## config.mk

```make
export PLATFORM = sky130hd
export DESIGN_NAME = alu_sequencer
export DESIGN_NICKNAME = d
export VERILOG_FILES = /design/src/rtl/alu_seq_pkg.sv /design/src/rtl/alu_sequencer_tick_gen.sv /design/src/rtl/alu_sequencer.sv
export SDC_FILE = /design/constraint.sdc
export NUM_CORES = 1
export LEC_CHECK = 0
export ABC_CLOCK_PERIOD_IN_PS = 5550
export BUFFER_PORTS_ARGS = -buffer_cell sky130_fd_sc_hd__buf_4
export CAP_MARGIN = 30
export CORE_UTILIZATION = 40
export CTS_BUF_LIST = sky130_fd_sc_hd__clkbuf_8
export DETAILED_ROUTE_END_ITERATION = 10
export PLACE_DENSITY = 0.67
export SLEW_MARGIN = 20
export SYNTH_ARGS = -nofsm -noshare
export SYNTH_HDL_FRONTEND = slang
export SYNTH_SLANG_ARGS = --single-unit
```

## constraint.sdc

```tcl
create_clock -name clock50Mhz -period 5.55 [get_ports clock50Mhz]
set_input_delay 1.11 -clock clock50Mhz [delete_from_list [all_inputs] [get_ports clock50Mhz]]
set_output_delay 1.11 -clock clock50Mhz [all_outputs]
set_load 0.01 [all_outputs]
```

## src/rtl/alu_seq_pkg.sv

```systemverilog
// Shared definitions for the ALU sequencer: state/opcode encoding,
// state width and flag bit positions.
package alu_seq_pkg;

    localparam int STATE_W = 3;

    typedef enum logic [STATE_W-1:0] {
        S_ADD  = 3'd0,
        S_SUB  = 3'd1,
        S_AND  = 3'd2,
        S_OR   = 3'd3,
        S_XOR  = 3'd4,
        S_NOTA = 3'd5,
        S_SHL  = 3'd6,
        S_SHR  = 3'd7
    } state_t;

    localparam int FLAG_C = 0;
    localparam int FLAG_Z = 1;
    localparam int FLAG_V = 2;
    localparam int FLAG_N = 3;

    function automatic state_t state_succ(input state_t s);
        return state_t'(s + STATE_W'(1));
    endfunction

endpackage

```

## src/rtl/alu_sequencer_tick_gen.sv

```systemverilog
// Clock-enable generator: one-cycle pulse every TICK_DIV board clocks.
// clear holds the count at zero so re-enabling yields a full period.
module tick_gen #(
    parameter int TICK_DIV = 50_000_000
) (
    input  logic clock50Mhz,
    input  logic reset,
    input  logic clear,
    output logic tick
);

    localparam int CW = (TICK_DIV > 2) ? $clog2(TICK_DIV) : 1;
    localparam logic [CW-1:0] LAST = CW'(TICK_DIV - 1);

    logic [CW-1:0] cnt;

    always_ff @(posedge clock50Mhz) begin
        if (!reset) begin
            cnt <= '0;
        end else if (clear || cnt == LAST) begin
            cnt <= '0;
        end else begin
            cnt <= cnt + CW'(1);
        end
    end

    assign tick = (cnt == LAST);

endmodule

```

## src/rtl/alu_sequencer.sv

```systemverilog
// Eight-operation ALU sequencer with tick-driven auto stepping,
// debounced-by-edge manual stepping, hold and registered status flags.
module alu_sequencer #(
    parameter int WIDTH    = 4,
    parameter int TICK_DIV = 50_000_000
) (
    input  logic             clock50Mhz,
    input  logic             reset,
    input  logic [WIDTH-1:0] InputA,
    input  logic [WIDTH-1:0] InputB,
    input  logic             mode,
    input  logic             step,
    input  logic             hold,
    output logic [WIDTH-1:0] AluOut,
    output logic [3:0]       Flags,
    output logic [2:0]       PrStateLed,
    output logic [2:0]       NxStateLed,
    output logic             tick
);

    import alu_seq_pkg::*;

    localparam int M = WIDTH - 1;

    state_t state, state_nx;
    logic   tick_w;
    logic   sync1, sync2, prev;
    logic   seen, armed;
    logic   step_rise;
    logic   advance;

    tick_gen #(
        .TICK_DIV(TICK_DIV)
    ) u_tick (
        .clock50Mhz(clock50Mhz),
        .reset     (reset),
        .clear     (mode),
        .tick      (tick_w)
    );

    // armed only sets once a genuinely sampled low has reached sync1,
    // so a button held across reset release never counts as a press.
    always_ff @(posedge clock50Mhz) begin
        if (!reset) begin
            sync1 <= 1'b0;
            sync2 <= 1'b0;
            prev  <= 1'b0;
            seen  <= 1'b0;
            armed <= 1'b0;
        end else begin
            sync1 <= step;
            sync2 <= sync1;
            prev  <= sync2;
            seen  <= 1'b1;
            armed <= armed | (seen & ~sync1);
        end
    end

    assign step_rise = sync2 & ~prev & armed;
    assign advance   = ~hold & (mode ? step_rise : tick_w);

    always_ff @(posedge clock50Mhz) begin
        if (!reset) begin
            state <= S_ADD;
        end else begin
            state <= state_nx;
        end
    end

    always_comb begin
        state_nx = state;
        if (advance) begin
            state_nx = state_succ(state);
        end
    end

    logic [WIDTH:0]   sum_ext;
    logic [WIDTH:0]   dif_ext;
    logic [WIDTH-1:0] res;
    logic [3:0]       fl;

    always_comb begin
        sum_ext = {1'b0, InputA} + {1'b0, InputB};
        dif_ext = {1'b0, InputA} - {1'b0, InputB};
        res     = '0;
        fl      = '0;
        unique case (state)
            S_ADD: begin
                res        = sum_ext[M:0];
                fl[FLAG_C] = sum_ext[WIDTH];
                fl[FLAG_V] = (InputA[M] == InputB[M]) &&
                             (res[M] != InputA[M]);
            end
            S_SUB: begin
                res        = dif_ext[M:0];
                fl[FLAG_C] = dif_ext[WIDTH];
                fl[FLAG_V] = (InputA[M] != InputB[M]) &&
                             (res[M] != InputA[M]);
            end
            S_AND:  res = InputA & InputB;
            S_OR:   res = InputA | InputB;
            S_XOR:  res = InputA ^ InputB;
            S_NOTA: res = ~InputA;
            S_SHL: begin
                res        = {InputA[M-1:0], 1'b0};
                fl[FLAG_C] = InputA[M];
            end
            S_SHR: begin
                res        = {1'b0, InputA[M:1]};
                fl[FLAG_C] = InputA[0];
            end
            default: res = '0;
        endcase
        fl[FLAG_Z] = (res == '0);
        fl[FLAG_N] = res[M];
    end

    always_ff @(posedge clock50Mhz) begin
        if (!reset) begin
            AluOut <= '0;
            Flags  <= '0;
        end else begin
            AluOut <= res;
            Flags  <= fl;
        end
    end

    assign PrStateLed = state;
    assign NxStateLed = state_succ(state);
    assign tick       = tick_w;

endmodule

```

# == After elaboration in Yosys (flattened, before gate mapping) ==
# Index checks and enable logic that the tools add are counted.
# Widths: inputs -> output; s select.
# word_totals
out_inout_bits,15
inputBits,13
reg_bits,42
word_cells,49
# classes
n_mux,5
bitwise_logic,13
n_eq_ne,12
addsub,4
n_reduce_logical,6
# ops
cell,n
$pmux 4 s8,1
$add 26x1->26 const B,1
$eq 26x26->1 const B,1
$eq 3x3->1 const B,4
$eq 3x2->1 const B,2
$add 4x4->5,1
$sub 4x4->5,1
$and 1x1->1,4
$and 4x4->4,1
$logic_not 4->1,1
$not 1->1,4
$not 4->4,1
$or 4x4->4,1
$pmux 1 s4,1
$xor 4x4->4,1
$add 3x1->3 const B,1
$eq 3x1->1 const B,1
$logic_not 3->1,1
$ne 1x1->1,3
$logic_and 1x1->1,2
$mux 1,2
$pmux 1 s2,1
$reduce_or 2->1,1
$eq 1x1->1,1
2 further kinds,2

# == Longest topological paths before layout ==
# depth
ltp_word,5
ltp_mapped,8

# == Hierarchy ==
# A second synthesis with hierarchy kept.
# hier_totals
hier_cells,285
area_unflattened_um2,2452.4
# by_module_without_submodules
mod,area_per_inst_um2,cells_per_inst,n_inst
tick_gen,1275.0,150,1
alu_sequencer,1177.4,135,1

# == Worst setup path before layout ==
# No wires, ideal clock.
# synth_timing
path_kind,input -> register
start,in InputA[3]
end,reg Flags[1]
path_stages,8
setup_slack_ps,2870
setup_time_ps,92
n_path_buf,1
required_time_ps,5458
arrival_ps,2588
cell_sequence,clkbuf_1 -> inv_1 -> ha_1 -> a22oi_1 -> a31oi_1 -> nor4_1 -> nor3_1 -> nor4_1
# synth_between
elab_chain_cells,3
word_cells_on_any_way,8
cone_classes,add/sub: 2; mux: 1; bitwise: 4; reduce/logical: 1
# synth_rtl
element,line,rtl
"start, declared",alu_sequencer.sv:9,"input logic [WIDTH-1:0] InputA,"
$sub 4x4->5 (tied with other cells),alu_sequencer.sv:84,"dif_ext = {1'b0, InputA} - {1'b0, InputB};"
$pmux 4 s8 *,alu_sequencer.sv:87,unique case (state)
$logic_not 4->1 *,alu_sequencer.sv:114,fl[FLAG_Z] = (res == '0);
"end signal, assigned",alu_sequencer.sv:124,Flags <= fl;
"end, declared",alu_sequencer.sv:15,"output logic [3:0] Flags,"
# Every way passes the cells marked *; elsewhere a longest branch is shown, timed or not.
# A chain may end at the register's enable or synchronous reset.

# == Worst setup path in the final report ==
# layout_timing
start,reg state[2] (netlist: PrStateLed[2])
end,out NxStateLed[2]
# layout_between
elab_chain_cells,1
# layout_rtl
element,line,rtl
"start, declared",alu_sequencer.sv:25,"state_t state, state_nx;"
"start signal, assigned",alu_sequencer.sv:66,state <= state_nx;
$add 3x1->3,alu_seq_pkg.sv:24,return state_t'(s + STATE_W'(1));
"end, declared",alu_sequencer.sv:17,"output logic [2:0] NxStateLed,"
# No other way between the ends.

==> flow_summary.toml <==
[outcome]
status = "finished, final reports clean"

[pwr]
clockPowerShare_pct = 42.7
pwr-share-comb_pct = 11.0
leakagePower_nw = 1.09
power.internal_mw = 0.513
vdd_ir_drop_max_v = 0.000204
p_sw_share_pct = 22.1
power.switching_mw = 0.145
power.density_nw_per_um2 = 240
seqPwrFrac_pct = 46.3

[final_layout]
antenna_cells = 0
area_growth_pct = 16.0
final_cell_mix = "dfxtp_1, nor2_1, buf_4"
drive_gt1_share_pct = 14.1
final_nets = 339
layout_commonest_cell = "dfxtp_1"

[sta]
maxSlewViolCount = 0
setup_viol = 0
holdWs_ns = 0.438
tns_ns = 0
rsz0062_at_grt = "no"
finalCritPeriodShare_pct = 50.9
fmax_ghz = 0.354
min_period_ns = 2.83
slew_headroom_pct = 40.3
clock_skew_ns = 0.0104
hold_viol = 0
worst_pin_slew_ns = 0.896

[synthesis]
synth_ff_type = "dfxtp_1"
synth.avg_cell_area_um2 = 8.44
synth.cell_area_um2 = 2370
synth_top_cell_area_share_pct = 34.6
synth_async_sr_flop_share_pct = 0
seq_area_frac_synth_pct = 34.6
synth_edf_count = 0
synthDistinctLibCells = 48
synth_top_area_cell = "dfxtp_1"
synthTopCellsByArea = "dfxtp_1, ha_1, nor2_1"
yosys_warnings = 0
synthCells = 281
synth_fp_nets = 315
ys_seq_elements = 41

[grt]
grt_max_degree = 27
grt_pass1_wl_mm = 8.57
grtUsageTotal_pct = 17.0
grt_pass1_vias = 1866
grt_antenna_before_repair = 0
grt.overflow.total = 0

[cts]
clkLatencyLatePin_ns = 0.30
tritoncts = "yes"
clk_path_buf_depth = 2
cts_setup_buffers = 0
cts.clk_slew.worst_paths_ns = 0.08
cts_max_level = 2
ctsResizeCount = 0
cts_buffers = 5
cts_root_buffer = "clkbuf_8"
clock-sinks = 41
hold_buffers = 0

[setup_path]
path_class = "reg2out"
end_kind = "output pin"
ff2ff_path_depth = 7
crit_path_max_fanout = 16
crit_path_start_kind = "flop"
arrival_ns = 1.72
cp.required_ns = 4.44

[min_path]
hp-class = "reg2reg"
worst_hold_path.num_cells = 2

[job]
drv_cap = 0

[routing]
detail_route.first_pass.iterations = 4
ant_nets = 0
drt_iter0_markers = 100
drc = 0
postRouteWirelength_mm = 4.96
avgRoutedWirePerCell_um = 13.1
vias_per_cell = 5.30
vias = 2005

[floorplanning]
ios = 28
fp.dieW_um = 79.0
row_count = 27
die_y_um = 79.0
core_area_um2 = 5610
floorplan.initialDensity_pct = 42.3
die-area_um2 = 6240

[place]
hpwl_mm = 3.68
place.gp.congestion = 0.856
io_buffers = 27
[power groups by stage]
stage	sequential [mW]	combinational (mW)	clock [mW]
after floorplan	0.313	0.0426	0
after global placement	0.312	0.0717	0
after detailed placement	0.312	0.0719	0
after CTS	0.305	0.0724	0.288
after global routing	0.306	0.0798	0.299
final	0.305	0.0725	0.281
[cell type report]
type,instances,area (um2)
clock buffers,5,68.8
clock inverters,3,65.1
fillers,549,2860
inverters,24,90.1
multi-input cells,206,1410
flip-flops and latches,41,821
well taps,72,90.1
repair buffers,27,203
[flip-flops by register name, indices dropped and copies added, names as in the netlist]
| register | cells |
|---|---|
| sync1 | 1 |
| seen | 1 |
| Flags | 3 |
| AluOut | 4 |
| prev | 1 |
| sync2 | 1 |
| u_tick.cnt | 26 |
| armed | 1 |
| PrStateLed | 3 |
[worst paths after layout]
check	from	slack (ns)	endpoint
worst min register to register	sync1	0.44	sync2
worst max-delay path	PrStateLed[2]	2.72	NxStateLed[2]
worst max register to register	PrStateLed[2]	3.12	Flags[1]
worst min-delay path	sync1	0.44	sync2
[routing by layer]
layer  GRT usage, %  vias up  part of all wire [%]
li1               -     1011                     -
met1           23.7      931                    50
met2           26.4       54                    44
met3           4.02        9                   5.0
met4           4.18        0                   1.2
met5              0        -                     0
[synthesized netlist by cell type (3+ instances only)]
| master | instances |
|---|---|
| dfxtp_1 | 41 |
| nor2_1 | 36 |
| inv_1 | 24 |
| ha_1 | 19 |
| nand2_1 | 18 |
| xnor2_1 | 15 |
| xor2_1 | 13 |
| nand3_1 | 12 |
| a21oi_1 | 11 |
| nand4_1 | 8 |
| nor4_1 | 8 |
| and2_1 | 6 |
| nor3_1 | 6 |
| o21ai_0 | 6 |
| buf_2 | 5 |
| clkbuf_1 | 4 |
| a22oi_1 | 3 |
| and4_1 | 3 |
[stage by stage]
stage	worst slack [ns]	std cells	cell area [um2]	power (mW)	util (%)
2_1_floorplan	2.87	281	2370	0.356	-
6_report	2.72	378	2750	0.659	49.0
3_3_place_gp	2.68	370	2620	0.384	46.7
4_1_cts	2.72	378	2750	0.665	49.0
3_5_place_dp	2.68	370	2620	0.384	46.7
5_1_grt	2.53	378	2750	0.684	49.0
[critical path, cell delays in order (launching register included)]
cell and delay [ns]:
dfxtp_1 0.70, inv_1 0.20, ha_1 0.33, inv_1 0.08, buf_4 0.12
[cells by family after synthesis]
| group | count (synthesis) | synth area share, % |
|---|---|---|
| flip-flops | 41 | 34.6 |
| adder cells (fa/ha/maj) | 21 | 11.7 |
| multiplexers | 2 | 0.844 |
| XOR/XNOR | 28 | 10.3 |
| buffers and inverters | 34 | 5.80 |
| AO/OA/AOI/OAI | 38 | 10.7 |
| AND/OR/NAND/NOR | 117 | 26.0 |
No activity file was read; power rests on OpenSTA's default activity.
